--- src/rtl/uart_rx_io.sv ---
// 8N1 serial receiver with 16x oversampling and a byte FIFO, read over the J1 io bus.
// Data reads pop the FIFO head; status reads return {ferr, ovf, ~empty} and clear the sticky flags.
module uart_rx_io #(
   parameter int          CLKFREQ    = 12000000,
   parameter int          BAUD       = 9600,
   parameter int          DEPTH_LOG2 = 4,
   parameter logic [15:0] ADDR_DATA  = 16'h1000,
   parameter logic [15:0] ADDR_STAT  = 16'h2000
) (
   input  logic        clk,
   input  logic        reset,
   input  logic        rx,
   input  logic        io_rd,
   input  logic [15:0] mem_addr,
   output logic [15:0] io_din,
   output logic        rx_ready,
   output logic [2:0]  dbg_state
);

   localparam int DIV   = CLKFREQ / (BAUD * 16);
   localparam int DW    = (DIV > 1) ? $clog2(DIV) : 1;
   localparam int DEPTH = 1 << DEPTH_LOG2;

   typedef enum logic [2:0] {S_IDLE, S_START, S_DATA, S_STOP, S_BREAK} state_t;

   state_t              state_q, state_d;
   logic                rx_meta_q, rx_s_q;
   logic [DW-1:0]       div_q, div_d;
   logic [3:0]          sc_q, sc_d;
   logic [2:0]          bc_q, bc_d;
   logic [7:0]          shreg_q, shreg_d;
   logic [DEPTH_LOG2:0] wr_ptr_q, wr_ptr_d, rd_ptr_q, rd_ptr_d;
   logic                ovf_q, ovf_d, ferr_q, ferr_d, rx_ready_q, rx_ready_d;
   logic [7:0]          mem_q [DEPTH];
   logic                tick, push, ferr_set;
   logic                empty, full, data_rd, stat_rd, pop, wr_en, ovf_set;

   assign tick = (state_q != S_IDLE) && (div_q == DW'(DIV - 1));

   // Tick divider only runs while a frame is in progress, so every frame starts phase-aligned.
   always_comb begin
      div_d = div_q + DW'(1);
      if (state_q == S_IDLE || tick) div_d = '0;
   end

   always_comb begin
      state_d  = state_q;
      sc_d     = sc_q;
      bc_d     = bc_q;
      shreg_d  = shreg_q;
      push     = 1'b0;
      ferr_set = 1'b0;
      case (state_q)
         S_IDLE: begin
            if (!rx_s_q) begin
               state_d = S_START;
               sc_d    = 4'd0;
            end
         end
         S_START: begin
            if (tick) begin
               sc_d = sc_q + 4'd1;
               if (sc_q == 4'd7) begin
                  sc_d    = 4'd0;
                  bc_d    = 3'd0;
                  state_d = rx_s_q ? S_IDLE : S_DATA;
               end
            end
         end
         S_DATA: begin
            if (tick) begin
               sc_d = sc_q + 4'd1;
               if (sc_q == 4'd15) begin
                  shreg_d = {rx_s_q, shreg_q[7:1]};
                  bc_d    = bc_q + 3'd1;
                  if (bc_q == 3'd7) state_d = S_STOP;
               end
            end
         end
         S_STOP: begin
            if (tick) begin
               sc_d = sc_q + 4'd1;
               if (sc_q == 4'd15) begin
                  push     = rx_s_q;
                  ferr_set = ~rx_s_q;
                  state_d  = rx_s_q ? S_IDLE : S_BREAK;
               end
            end
         end
         S_BREAK: begin
            if (rx_s_q) state_d = S_IDLE;
         end
         default: state_d = S_IDLE;
      endcase
   end

   assign empty   = (wr_ptr_q == rd_ptr_q);
   assign full    = (wr_ptr_q[DEPTH_LOG2] != rd_ptr_q[DEPTH_LOG2]) &&
                    (wr_ptr_q[DEPTH_LOG2-1:0] == rd_ptr_q[DEPTH_LOG2-1:0]);
   assign data_rd = io_rd && (mem_addr == ADDR_DATA);
   assign stat_rd = io_rd && (mem_addr == ADDR_STAT);
   assign pop     = data_rd && !empty;
   // A pop in the same cycle frees the slot, so a push into a full FIFO still lands.
   assign wr_en   = push && (!full || pop);
   assign ovf_set = push && full && !pop;

   always_comb begin
      wr_ptr_d   = wr_ptr_q + {{DEPTH_LOG2{1'b0}}, wr_en};
      rd_ptr_d   = rd_ptr_q + {{DEPTH_LOG2{1'b0}}, pop};
      ovf_d      = ovf_set  | (ovf_q  & ~stat_rd);
      ferr_d     = ferr_set | (ferr_q & ~stat_rd);
      rx_ready_d = ~empty;
   end

   always_comb begin
      io_din = 16'h0000;
      if (mem_addr == ADDR_DATA) begin
         if (!empty) io_din = {8'h00, mem_q[rd_ptr_q[DEPTH_LOG2-1:0]]};
      end else if (mem_addr == ADDR_STAT) begin
         io_din = {13'b0, ferr_q, ovf_q, ~empty};
      end
   end

   always_ff @(posedge clk or posedge reset) begin
      if (reset) begin
         rx_meta_q  <= 1'b1;
         rx_s_q     <= 1'b1;
         state_q    <= S_IDLE;
         div_q      <= '0;
         sc_q       <= 4'd0;
         bc_q       <= 3'd0;
         shreg_q    <= 8'h00;
         wr_ptr_q   <= '0;
         rd_ptr_q   <= '0;
         ovf_q      <= 1'b0;
         ferr_q     <= 1'b0;
         rx_ready_q <= 1'b0;
      end else begin
         rx_meta_q  <= rx;
         rx_s_q     <= rx_meta_q;
         state_q    <= state_d;
         div_q      <= div_d;
         sc_q       <= sc_d;
         bc_q       <= bc_d;
         shreg_q    <= shreg_d;
         wr_ptr_q   <= wr_ptr_d;
         rd_ptr_q   <= rd_ptr_d;
         ovf_q      <= ovf_d;
         ferr_q     <= ferr_d;
         rx_ready_q <= rx_ready_d;
      end
   end

   always_ff @(posedge clk) begin
      if (wr_en) mem_q[wr_ptr_q[DEPTH_LOG2-1:0]] <= shreg_q;
   end

   assign rx_ready  = rx_ready_q;
   assign dbg_state = state_q;

endmodule

--- config.mk ---
export PLATFORM = sky130hd
export DESIGN_NAME = uart_rx_io
export DESIGN_NICKNAME = d
export VERILOG_FILES = /design/src/rtl/uart_rx_io.sv
export SDC_FILE = /design/constraint.sdc
export NUM_CORES = 1
export LEC_CHECK = 0
export ABC_AREA = 1
export CORE_ASPECT_RATIO = 0.7
export CORE_MARGIN = 8
export CORE_UTILIZATION = 40
export DETAILED_ROUTE_END_ITERATION = 6
export GPL_TIMING_DRIVEN = 0
export PLACE_DENSITY = 0.67
export SYNTH_ARGS = -nofsm -noshare
export SYNTH_HDL_FRONTEND = slang
export SYNTH_SLANG_ARGS = --single-unit
--- constraint.sdc ---
create_clock -name clk -period 5.8 [get_ports clk]
set_clock_uncertainty 0.15 [all_clocks]
set_input_delay 0.87 -clock clk [delete_from_list [all_inputs] [get_ports clk]]
set_output_delay 0.87 -clock clk [all_outputs]
set_load 0.01 [all_outputs]
Word-level counts from Yosys, hierarchy flattened

Memories as Yosys holds them, arrays and structs flattened.
Index checks and enable logic that the tools add are counted.

Register bits after elaboration: 40
RAM bits: 128
Output and inout port bits: 20
Logic and storage cells: 104
Memories kept: 1

Add/subtract/negate cells: 5
Equality and inequality tests: 23
Mux-type cells: 34
Bitwise operators: 7
Reduce and logical (&&, ||, !) cells: 22

Memory list:

| name  | words | bits a word | rd ports | clocked after memory_dff | write ports | RTL line | text |
|---|---|---|---|---|---|---|---|
| mem_q | 16    | 8           | 1        | 0                        | 1           | 34       | `logic [7:0] mem_q [DEPTH];` |

Operator list:

| cell                                            | number |
|---|---|
| 2-to-1 mux 3 bit                                | 15 |
| != test 2 bit, second input constant            | 9 |
| == test 16 x 13 -> 1 bit, second input constant | 1 |
| == test 16 x 14 -> 1 bit, second input constant | 1 |
| 2-to-1 mux 16 bit                               | 1 |
| 2-to-1 mux 4 bit                                | 4 |
| case mux 3 bit (5 select lines)                 | 1 |
| case mux 4 bit (3 select lines)                 | 1 |
| adder 5 x 1 -> 5 bit                            | 2 |
| AND reduction 9 bit                             | 1 |
| logical AND 1 bit                               | 8 |
| 2-to-1 mux 1 bit                                | 8 |
| 2-to-1 mux 8 bit                                | 1 |
| adder 7 x 1 -> 7 bit, second input constant     | 1 |
| == test 7 bit, second input constant            | 1 |
| 2-to-1 mux 7 bit                                | 1 |
| == test 3 x 2 -> 1 bit, second input constant   | 2 |
| == test 3 bit, second input constant            | 2 |
| case mux 3 bit (2 select lines)                 | 1 |
| nonzero test 3 bit                              | 2 |
| == test 5 bit                                   | 1 |
| AND reduction 5 bit                             | 1 |
| adder 4 x 1 -> 4 bit, second input constant     | 1 |
| == test 4 x 3 -> 1 bit, second input constant   | 1 |
| 17 further kinds                                | 24 |

Logic depth before layout (Yosys ltp)

Gate-level depths: netlist (run 1).

Depth after elaboration: 7
Mapped depth: 15
Gate-level depth less buffers: 14

Least setup slack after synthesis (run 1)

OpenSTA, ideal clock, no wires.

Kind: input to output
Start: input mem_addr[7]
End: output io_din[3]
Arrival time: 1.724 ns
Slack: 3.056 ns
Cell stages on the path: 7
Buffers on the path: 0
Path through: nor2_1 nand2_1 nor2_1 nand2_1 nor2_1 nand2_1 a21oi_1

Cells in the longest elaborated chain, start to end: 2

Ends and longest elaborated chain:

| what                     | RTL line | text |
|---|---|---|
| start, declared          | 14       | `input logic [15:0] mem_addr,` |
| == test 16 x 13 -> 1 bit | 117      | `if (mem_addr == ADDR_DATA) begin` |
| 2-to-1 mux 16 bit        | 117      |  |
| end, declared            | 15       | `output logic [15:0] io_din,` |

No other way between the ends.

Worst setup path after layout (run 1)

Same ends and word-level chain as after synthesis.

==> impl_metrics.py, run 1 <==
metrics = {
    "outcome": {
        "status": "finished clean",
    },
    "clocking": {
        "cts_resized": 0,
        "tritoncts": "done",
        "clk_path_buf_depth": 2,
        "root_buffer": "clkbuf_16",
        "numClockSinks": 168,
        "numCtsBuffers": 17,
        "h-tree-depth": 4,
        "post-cts-setup-buffers": 0,
        "hold_buffers": 0,
        "clkLatencyLatePin_ns": 0.43,
        "clkTransAtPathRegs_ns": 0.07,
    },
    "worst_setup_path": {
        "end_kind": "primary output",
        "path_max_fanout": 6,
        "crit_arrival_ns": 3.07,
        "required_ns": 4.78,
        "worstSetupPathType": "in2out",
        "start_kind": "input port",
    },
    "synth": {
        "synth-seq-cells": 168,
        "synth.top_cell.area_share": 0.508,
        "synth_most_common_cell": "nand2_1",
        "synth_top_family_by_area": "simple AND/OR/NAND/NOR gates",
        "syn_inst": 785,
        "synth_mux_area_frac": 0,
        "synth_area_leaders": "edfxtp_1, nand2_1, dfrtp_1, nor2_1, nand3_1",
        "synth_edf_count": 128,
        "synth-xor-area-share": 0.0104,
        "synth_compound_area_frac": 0.0318,
        "synth_commonest_cells": "nand2_1, edfxtp_1, nor2_1",
        "yosysWarnings": 0,
        "syn_area_per_cell_um2": 9.64,
        "yosys.area.top_type": "edfxtp_1",
        "ys.flop_type": "edfxtp_1",
        "synth_area_um2": 7570,
        "synthAdderAreaFrac": 0.0149,
        "synth.distinct_cells": 30,
        "async_flop_share": 0.238,
        "yosys.area_share.simple": 0.243,
        "ys_seq_area_frac": 0.641,
    },
    "grt": {
        "grt_max_degree": 41,
        "grt_pass1_wl_um": 28100,
        "grt_usage": 0.156,
        "grt_pass1_vias": 5085,
        "antenna_found_initial": 0,
        "overflow": 0,
    },
    "final_layout": {
        "multi_input_comb_area_um2": 2300,
        "stdcell_count": 1097,
        "diodes": 0,
        "area_delta_synth_final_pct": 16.3,
        "fillers": 1738,
        "final_nets": 871,
        "drive_above_1_share": 0.0971,
        "ff_latch_area_um2": 4850,
    },
    "timing": {
        "rsz0062_at_grt": "no",
        "fmax_ghz": 0.244,
        "hold_viol_final": 0,
        "hold_ws_ns": 0.208,
        "worst_slew_pin_slew_ns": 1.03,
        "finalSetupViolCount": 0,
        "slew_viol_final": 0,
        "slew-limit-headroom": 0.310,
        "post-route-period-util": 0.706,
        "setup_tns_ns": 0,
        "layout_min_cycle_time_ns": 4.09,
    },
    "detailed_routing": {
        "drt-wirelength-per-cell_um": 16.3,
        "drt_wl_total_um": 17900,
        "drc": 0,
        "num_vias": 5346,
        "drtIter0Drc": 606,
        "antenna_left": 0,
        "via_per_inst": 4.87,
        "dr.pass1.iters": 5,
    },
    "power": {
        "power_mw": 2.44,
        "max-vdd-ir-drop_mv": 0.132,
        "p_leak_nw": 3.90,
        "powerDensity_nw_per_um2": 277,
    },
    "die": {
        "fp.dieW_um": 180,
        "fp.dieH_um": 131,
        "die_area_um2": 23600,
        "rows": 42,
        "core_area_um2": 18700,
        "start_util": 0.404,
        "ios": 40,
    },
    "placement": {
        "io_buffers": 31,
        "dp_cells": 1065,
        "routabilityCongestion": 0.865,
        "dp_hpwl_um": 11700,
    },
    "worst_hold_path": {
        "hp-class": "reg2reg",
    },
    "flow_run": {
        "drv_cap": 0,
    },
}
-- metrics by stage --
step | util | setup slack [ns] | cell area [um^2]
6_report | 0.470 | 1.71 | 8800
5_1_grt | 0.470 | 1.61 | 8800
4_1_cts | 0.470 | 1.68 | 8800
3_5_place_dp | 0.439 | 1.68 | 8210
3_3_place_gp | 0.439 | 1.69 | 8210
2_1_floorplan | - | 3.06 | 7590
-- power by group --
part           switching [mW]  leakage (nW)  internal, mW
sequential           0.000699          2.01          1.28
clock                   0.484         0.296         0.643
combinational          0.0119          1.60        0.0157
-- placed cells by master, fill, tap and decap left out, types with 11 or more instances in the layout --
| cell type | count |
|---|---|
| nand2_1 | 293 |
| edfxtp_1 | 128 |
| nor2_1 | 90 |
| inv_1 | 58 |
| nand3_1 | 53 |
| dfrtp_1 | 38 |
| clkdlybuf4s50_1 | 31 |
| o21ai_0 | 22 |
| clkbuf_16 | 19 |
| buf_4 | 14 |
| o21ai_1 | 14 |
| nor2_2 | 11 |
| buf_2 | 11 |
-- worst max-delay path, stage by stage --
cell and delay [ns]:
clkdlybuf4s50_1 0.40, nor2_1 0.10, nand2_1 0.06, nor2_1 0.15, nand2_1 0.09, nor2_1 0.26, nand2_1 0.27, a21oi_1 0.29
clkdlybuf4s50_1 0.59
-- cell families after synthesis --
logic type,count (synthesis)
xor gates and xnor gates,9
AOI/OAI and AO/OA,46
other,1
adders and majority gates,9
buffers and inverters,98
DFF,168
and+or+nand+nor,454
-- final cells by class --
cell class | instances | share of cell area
flip-flops and latches | 168 | 0.551
multi-input cells | 526 | 0.262
clock buffers | 23 | 0.0593
repair buffers | 31 | 0.0353
well taps | 242 | 0.0344
inverters | 67 | 0.0286
plain buffers | 31 | 0.0216
clock inverters | 9 | 0.00796
-- state kept, by name, indices dropped and copies added (netlist names) --
register	flops
mem_q	128
shreg_q	8
div_q	7
rd_ptr_q	5
wr_ptr_q	5
sc_q	4
bc_q	3
dbg_state	3
ferr_q	1
ovf_q	1
rx_meta_q	1
rx_ready	1
rx_s_q	1
-- metal layers --
metal | track usage | vias up | part of all wire
li1 | - | 2642 | -
met1 | 0.222 | 2505 | 0.47
met2 | 0.234 | 181 | 0.43
met3 | 0.0427 | 18 | 0.091
met4 | 0.0397 | 0 | 0.0081
met5 | 0 | - | 0
-- final timing paths --
path	start	to	slack, ns	cells after the start
worst min-delay path	rx_meta_q	rx_s_q	0.21	0
max in group asynchronous	reset	ferr_q	4.21	2
min in group asynchronous	reset	div_q[4]	0.76	2
worst max-delay path	mem_addr[7]	io_din[3]	1.71	9
worst max register to register	div_q[1]	mem_q[14][1]	3.14	10
worst min register to register	rx_meta_q	rx_s_q	0.21	0
No activity file was read; power rests on OpenSTA's default activity.
==> inputs of run 2 (changes only) <==
--- a/config.mk
+++ b/config.mk
@@ -11,7 +11,7 @@
 export CORE_UTILIZATION = 40
 export DETAILED_ROUTE_END_ITERATION = 6
 export GPL_TIMING_DRIVEN = 0
-export PLACE_DENSITY = 0.67
+export PLACE_DENSITY = 0.69
 export SYNTH_ARGS = -nofsm -noshare
 export SYNTH_HDL_FRONTEND = slang
 export SYNTH_SLANG_ARGS = --single-unit
==> constraint.sdc (replaced) <==
create_clock -name clk -period 3.64 [get_ports clk]
set_clock_uncertainty 0.15 [all_clocks]
set_input_delay 0.546 -clock clk [delete_from_list [all_inputs] [get_ports clk]]
set_output_delay 0.546 -clock clk [all_outputs]
set_load 0.01 [all_outputs]
==> run 2 against run 1 <==
Against the previous run:
- hold slack about the same
- utilization up 0.10 points
- cell count unchanged
- first-iteration DRC count down 3.8%
- sequential power up 59%
- non-clock buffer count unchanged
- critical path type is now reg2out
- global-route usage down 0.33 points
- clock-buffer cell count unchanged
- register-to-register slack worse by 2.1 ns
- flip-flop and latch count unchanged
- critical path depth down 2
==> impl_metrics.py, run 2 (synthesis results as in run 1) <==
metrics = {
    "clocking": {
        "clkLatencyLatePin_ns": 0.43,
        "h-tree-depth": 4,
        "post-cts-setup-buffers": 0,
        "clkTransAtPathRegs_ns": 0.07,
        "numCtsBuffers": 17,
        "clk_path_buf_depth": 2,
        "root_buffer": "clkbuf_16",
        "hold_buffers": 0,
        "numClockSinks": 168,
        "tritoncts": "done",
    },
    "final_layout": {
        "fin_util": 0.471,
        "final_common_cell": "nand2_1",
        "final_nets": 871,
        "mostFrequentLayoutCells": "nand2_1, edfxtp_1, nor2_1, inv_1, nand3_1",
        "fillers": 1739,
        "largest_reg_flops": 128,
        "multi_input_comb_area_um2": 2310,
        "drive_above_1_share": 0.0994,
        "ff_latch_area_um2": 4850,
        "area_delta_synth_final_pct": 16.5,
        "stdcell_count": 1097,
        "diodes": 0,
    },
    "timing": {
        "slew-limit-headroom": 0.379,
        "slew_viol_final": 0,
        "hold_viol_final": 0,
        "post-route-period-util": 0.958,
        "worst_slew_pin_slew_ns": 0.928,
        "rsz0062_at_grt": "no",
        "layout_min_cycle_time_ns": 3.49,
        "fmax_ghz": 0.287,
        "finalSetupViolCount": 0,
        "setup_ws_ns": 0.153,
        "setup_tns_ns": 0,
    },
    "worst_setup_path": {
        "required_ns": 2.94,
        "start_kind": "register",
        "worstSetupPathType": "reg2out",
        "slowest_stage": "clkdlybuf4s50_1",
        "path_max_fanout": 10,
        "end_kind": "primary output",
        "cp_common_cell": "nand3_1",
        "crit_arrival_ns": 2.79,
        "cp_cell_sequence": "inv_2 > clkbuf_1 > o21ai_0 > nand3_1 > nand3_1 > a21oi_1 > clkdlybuf4s50_1",
        "slowest_delay_ns": 0.59,
    },
    "grt": {
        "grt_util_met3": 0.0432,
        "overflow": 0,
        "grt_max_degree": 41,
        "antenna_found_initial": 0,
        "globalRouteMet2Util": 0.235,
        "grt_usage": 0.153,
        "grt_pass1_vias": 5146,
        "grt_pass1_wl_um": 27700,
        "grt.busiest_layer": "met2",
        "grtUsageMet1": 0.208,
    },
    "power": {
        "max-vdd-ir-drop_mv": 0.237,
        "powerDensity_nw_per_um2": 442,
        "p_leak_nw": 3.91,
    },
    "detailed_routing": {
        "antenna_left": 0,
        "drc": 0,
        "dr.pass1.iters": 5,
        "via_per_inst": 4.96,
        "drt_wl_total_um": 17600,
        "num_vias": 5443,
        "drtIter0Drc": 583,
        "drt-wirelength-per-cell_um": 16.0,
    },
    "die": {
        "start_util": 0.404,
        "fp.dieW_um": 180,
        "ios": 40,
        "rows": 42,
        "die_area_um2": 23600,
        "fp.dieH_um": 131,
        "core_area_um2": 18700,
    },
    "placement": {
        "routabilityCongestion": 0.859,
        "dp_hpwl_um": 11700,
        "dp_cells": 1065,
        "place_ws_ns": 0.185,
        "io_buffers": 31,
    },
    "flow_run": {
        "drv_cap": 0,
    },
    "outcome": {
        "status": "finished clean",
    },
    "worst_hold_path": {
        "hp-class": "reg2reg",
    },
}
[run 2: cell count changes in the layout (fill, tap and decap cells not counted)]
cell	before	now
clkbuf_2	1	2
inv_6	4	2
inv_8	0	1
clkbuf_16	19	20
nor2_2	11	12
clkinv_2	0	1
inv_4	3	1
clkbuf_1	5	4
nor2_1	90	89
clkbuf_8	3	2
clkinv_4	1	3
[run 2: layout make-up]
cell class	instances	share of cell area
tap	242	0.0343
multi-input combinational	526	0.262
buffer	31	0.0217
clock buffer	23	0.0605
inverter	67	0.0285
timing repair buffer	31	0.0352
sequential	168	0.550
clock inverter	9	0.00837
[run 2: critical path, delay by kind of cell (launching register included)]
kind,cells,cell delay [ns]
and+or+nand+nor,2,0.24
AOI/OAI and AO/OA,2,0.41
DFF,1,0.45
buffers and inverters,3,1.26
[run 2: metrics by stage]
stage | power (mW) | hold WS [ns] | cell area [um^2]
final | 3.90 | 0.208 | 8820
after CTS | 3.92 | 0.210 | 8810
after detailed placement | 2.13 | 0.199 | 8210
after floorplan | 2.10 | 0.195 | 7590
after global placement | 2.13 | 0.196 | 8210
after global routing | 3.99 | 0.215 | 8820
[run 2: what timing repair did]
action                                  4_1_cts  5_1_grt
endpoints found under the hold margin         0        0
endpoints found under the setup margin        0        3
resized for setup                             0        3
[run 2: power breakdown]
part	internal (mW)	switching [mW]	total, mW
sequential	2.04	0.00105	2.04
combinational	0.0250	0.0194	0.0444
clock	1.05	0.765	1.81
total	3.11	0.785	3.90
[run 2: metal layers]
| metal | share of wire | wire, um |
|---|---|---|
| met4 | 0.017 | 291 |
| met1 | 0.46 | 8130 |
| met5 | 0 | 0 |
| met3 | 0.079 | 1380 |
| met2 | 0.44 | 7750 |
[run 2: final timing paths]
kind                        startpoint           end  slack (ns)  cells after the start
max                        rd_ptr_q[0]     io_din[3]        0.15                      7
min                          rx_meta_q        rx_s_q        0.21                      0
max reg2reg                   div_q[1]  mem_q[14][0]        1.07                     10
min reg2reg                  rx_meta_q        rx_s_q        0.21                      0
max in group asynchronous        reset        ferr_q        2.36                      2
min in group asynchronous        reset      div_q[1]        0.44                      2
==> inputs of run 3 (changes only) <==
--- a/config.mk
+++ b/config.mk
@@ -11,6 +11,7 @@
 export CORE_UTILIZATION = 40
 export DETAILED_ROUTE_END_ITERATION = 6
 export GPL_TIMING_DRIVEN = 0
+export MAX_ROUTING_LAYER = met4
 export PLACE_DENSITY = 0.69
 export SYNTH_ARGS = -nofsm -noshare
 export SYNTH_HDL_FRONTEND = slang
==> run 3 against run 2 <==
Against the previous run:
- flip-flop and latch count is the same
- global-route usage rose by 0.41 points
- clock-buffer cell count stayed put
- maximum frequency is 0.39% higher
- non-clock buffer count did not move
- via count decreased by 0.42%
- hold slack barely moved
- cell count did not move
- utilization unchanged
- design area is the same
- sequential share of layout area stayed put
- largest power group unchanged
- highest routed layer unchanged
==> impl_metrics.py, run 3 (synthesis results as in run 1) <==
metrics = {
    "worst_setup_path": {
        "path_max_fanout": 10,
        "crit_arrival_ns": 2.78,
        "cp_common_cell": "nand3_1",
        "path_buf_inv": 3,
        "cp_cell_sequence": "inv_2 > clkbuf_1 > o21ai_0 > nand3_1 > nand3_1 > a21oi_1 > clkdlybuf4s50_1",
        "slowest_stage": "clkdlybuf4s50_1",
        "start_kind": "register",
        "end_kind": "primary output",
        "worstSetupPathType": "reg2out",
        "required_ns": 2.94,
        "critPathTopFamily": "buffers and inverters",
        "slowest_delay_ns": 0.59,
    },
    "clocking": {
        "post-cts-setup-buffers": 0,
        "clkTransAtPathRegs_ns": 0.07,
        "clkLatencyLatePin_ns": 0.43,
        "tritoncts": "done",
        "numCtsBuffers": 17,
        "h-tree-depth": 4,
        "hold_buffers": 0,
        "numClockSinks": 168,
        "clk_path_buf_depth": 2,
        "root_buffer": "clkbuf_16",
    },
    "detailed_routing": {
        "drt-wirelength-per-cell_um": 16.0,
        "num_vias": 5420,
        "via_per_inst": 4.94,
        "drt_wl_total_um": 17500,
        "antenna_left": 0,
        "drtIter0Drc": 567,
        "drc": 0,
        "dr.pass1.iters": 5,
    },
    "final_layout": {
        "diodes": 0,
        "largest_reg_flops": 128,
        "final_common_cell": "nand2_1",
        "area_delta_synth_final_pct": 16.5,
        "finalInstanceArea_um2": 8820,
        "final_nets": 871,
        "mostFrequentLayoutCells": "nand2_1, edfxtp_1, nor2_1, inv_1, nand3_1",
        "drive_above_1_share": 0.0994,
    },
    "timing": {
        "finalSetupViolCount": 0,
        "layout_min_cycle_time_ns": 3.47,
        "slew_viol_final": 0,
        "hold_viol_final": 0,
        "setup_tns_ns": 0,
        "rsz0062_at_grt": "no",
        "fmax_ghz": 0.288,
        "worst_slew_pin_slew_ns": 0.926,
        "post-route-period-util": 0.954,
        "slew-limit-headroom": 0.381,
    },
    "flow_run": {
        "drv_cap": 0,
    },
    "grt": {
        "grt_pass1_wl_um": 27700,
        "grt_pass1_vias": 5157,
        "grt_usage": 0.157,
        "antenna_found_initial": 0,
        "overflow": 0,
        "grt_max_degree": 41,
    },
    "placement": {
        "post_dp_cell_area_um2": 8210,
        "routabilityCongestion": 0.873,
        "io_buffers": 31,
        "dp_hpwl_um": 11700,
    },
    "worst_hold_path": {
        "hp-class": "reg2reg",
    },
    "die": {
        "start_util": 0.404,
        "ios": 40,
        "rows": 42,
        "fp.dieW_um": 180,
        "fp.dieH_um": 131,
        "core_area_um2": 18700,
        "die_area_um2": 23600,
    },
    "power": {
        "powerDensity_nw_per_um2": 442,
        "max-vdd-ir-drop_mv": 0.234,
        "p_leak_nw": 3.91,
    },
    "outcome": {
        "status": "finished clean",
    },
}
run 3: cell counts in the layout (fill, tap and decap cells not counted):
Identical to the previous run, type by type.
run 3: worst register-to-register path, cell delays in order, from the launching register on:
cell     delay, ns
dfrtp_1       0.41
inv_1         0.07
ha_1          0.13
nand2_1       0.05
nor2_1        0.10
nand2_1       0.12
inv_2         0.10
nand3_2       0.10
nor2_2        0.14
nand2_4       0.10
nor2_1        0.71
run 3: per-stage QoR:
step | hold slack (ns) | power [mW] | cells | utilization | setup slack (ns)
after floorplan | 0.195 | 2.10 | 792 | - | 1.54
after global placement | 0.196 | 2.13 | 1065 | 0.439 | 0.209
after detailed placement | 0.199 | 2.13 | 1065 | 0.439 | 0.185
after CTS | 0.210 | 3.92 | 1097 | 0.471 | 0.138
after global routing | 0.215 | 3.99 | 1097 | 0.471 | 0.0205
final | 0.208 | 3.90 | 1097 | 0.471 | 0.166
run 3: path summary, 6_finish.rpt:
check,depth (start not counted),slack (ns),end,from
setup / recovery,7,0.17,io_din[3],rd_ptr_q[0]
setup reg to reg,10,1.07,mem_q[14][6],div_q[1]
hold reg to reg,0,0.21,rx_s_q,rx_meta_q
min in group asynchronous,2,0.44,div_q[1],reset
hold / removal,0,0.21,rx_s_q,rx_meta_q
max in group asynchronous,2,2.36,rd_ptr_q[3],reset
run 3: final cells by class:
class / instances / area, um^2
buffer: 31 / 191
timing repair buffer: 31 / 310
tap: 242 / 303
clock buffer: 23 / 533
clock inverter: 9 / 73.8
sequential: 168 / 4850
fill: 1739 / 9890
multi-input combinational: 526 / 2310
inverter: 67 / 251
run 3: repair_timing:
item                                    4_1_cts  5_1_grt
hold endpoints to repair                      0        0
endpoints found under the setup margin        0        3
gates resized for setup                       0        3
run 3: report_power, final:
group	internal [mW]	leakage, nW	switching (mW)
Sequential	2.04	2.01	0.00106
Clock	1.05	0.301	0.764
Combinational	0.0250	1.60	0.0193
run 3: layer usage:
metal	part of all wire	up-vias	global-route usage
met4	0.013	0	0.0426
met5	0	-	-
met2	0.44	191	0.236
met1	0.45	2567	0.207
li1	-	2644	-
met3	0.089	18	0.0449
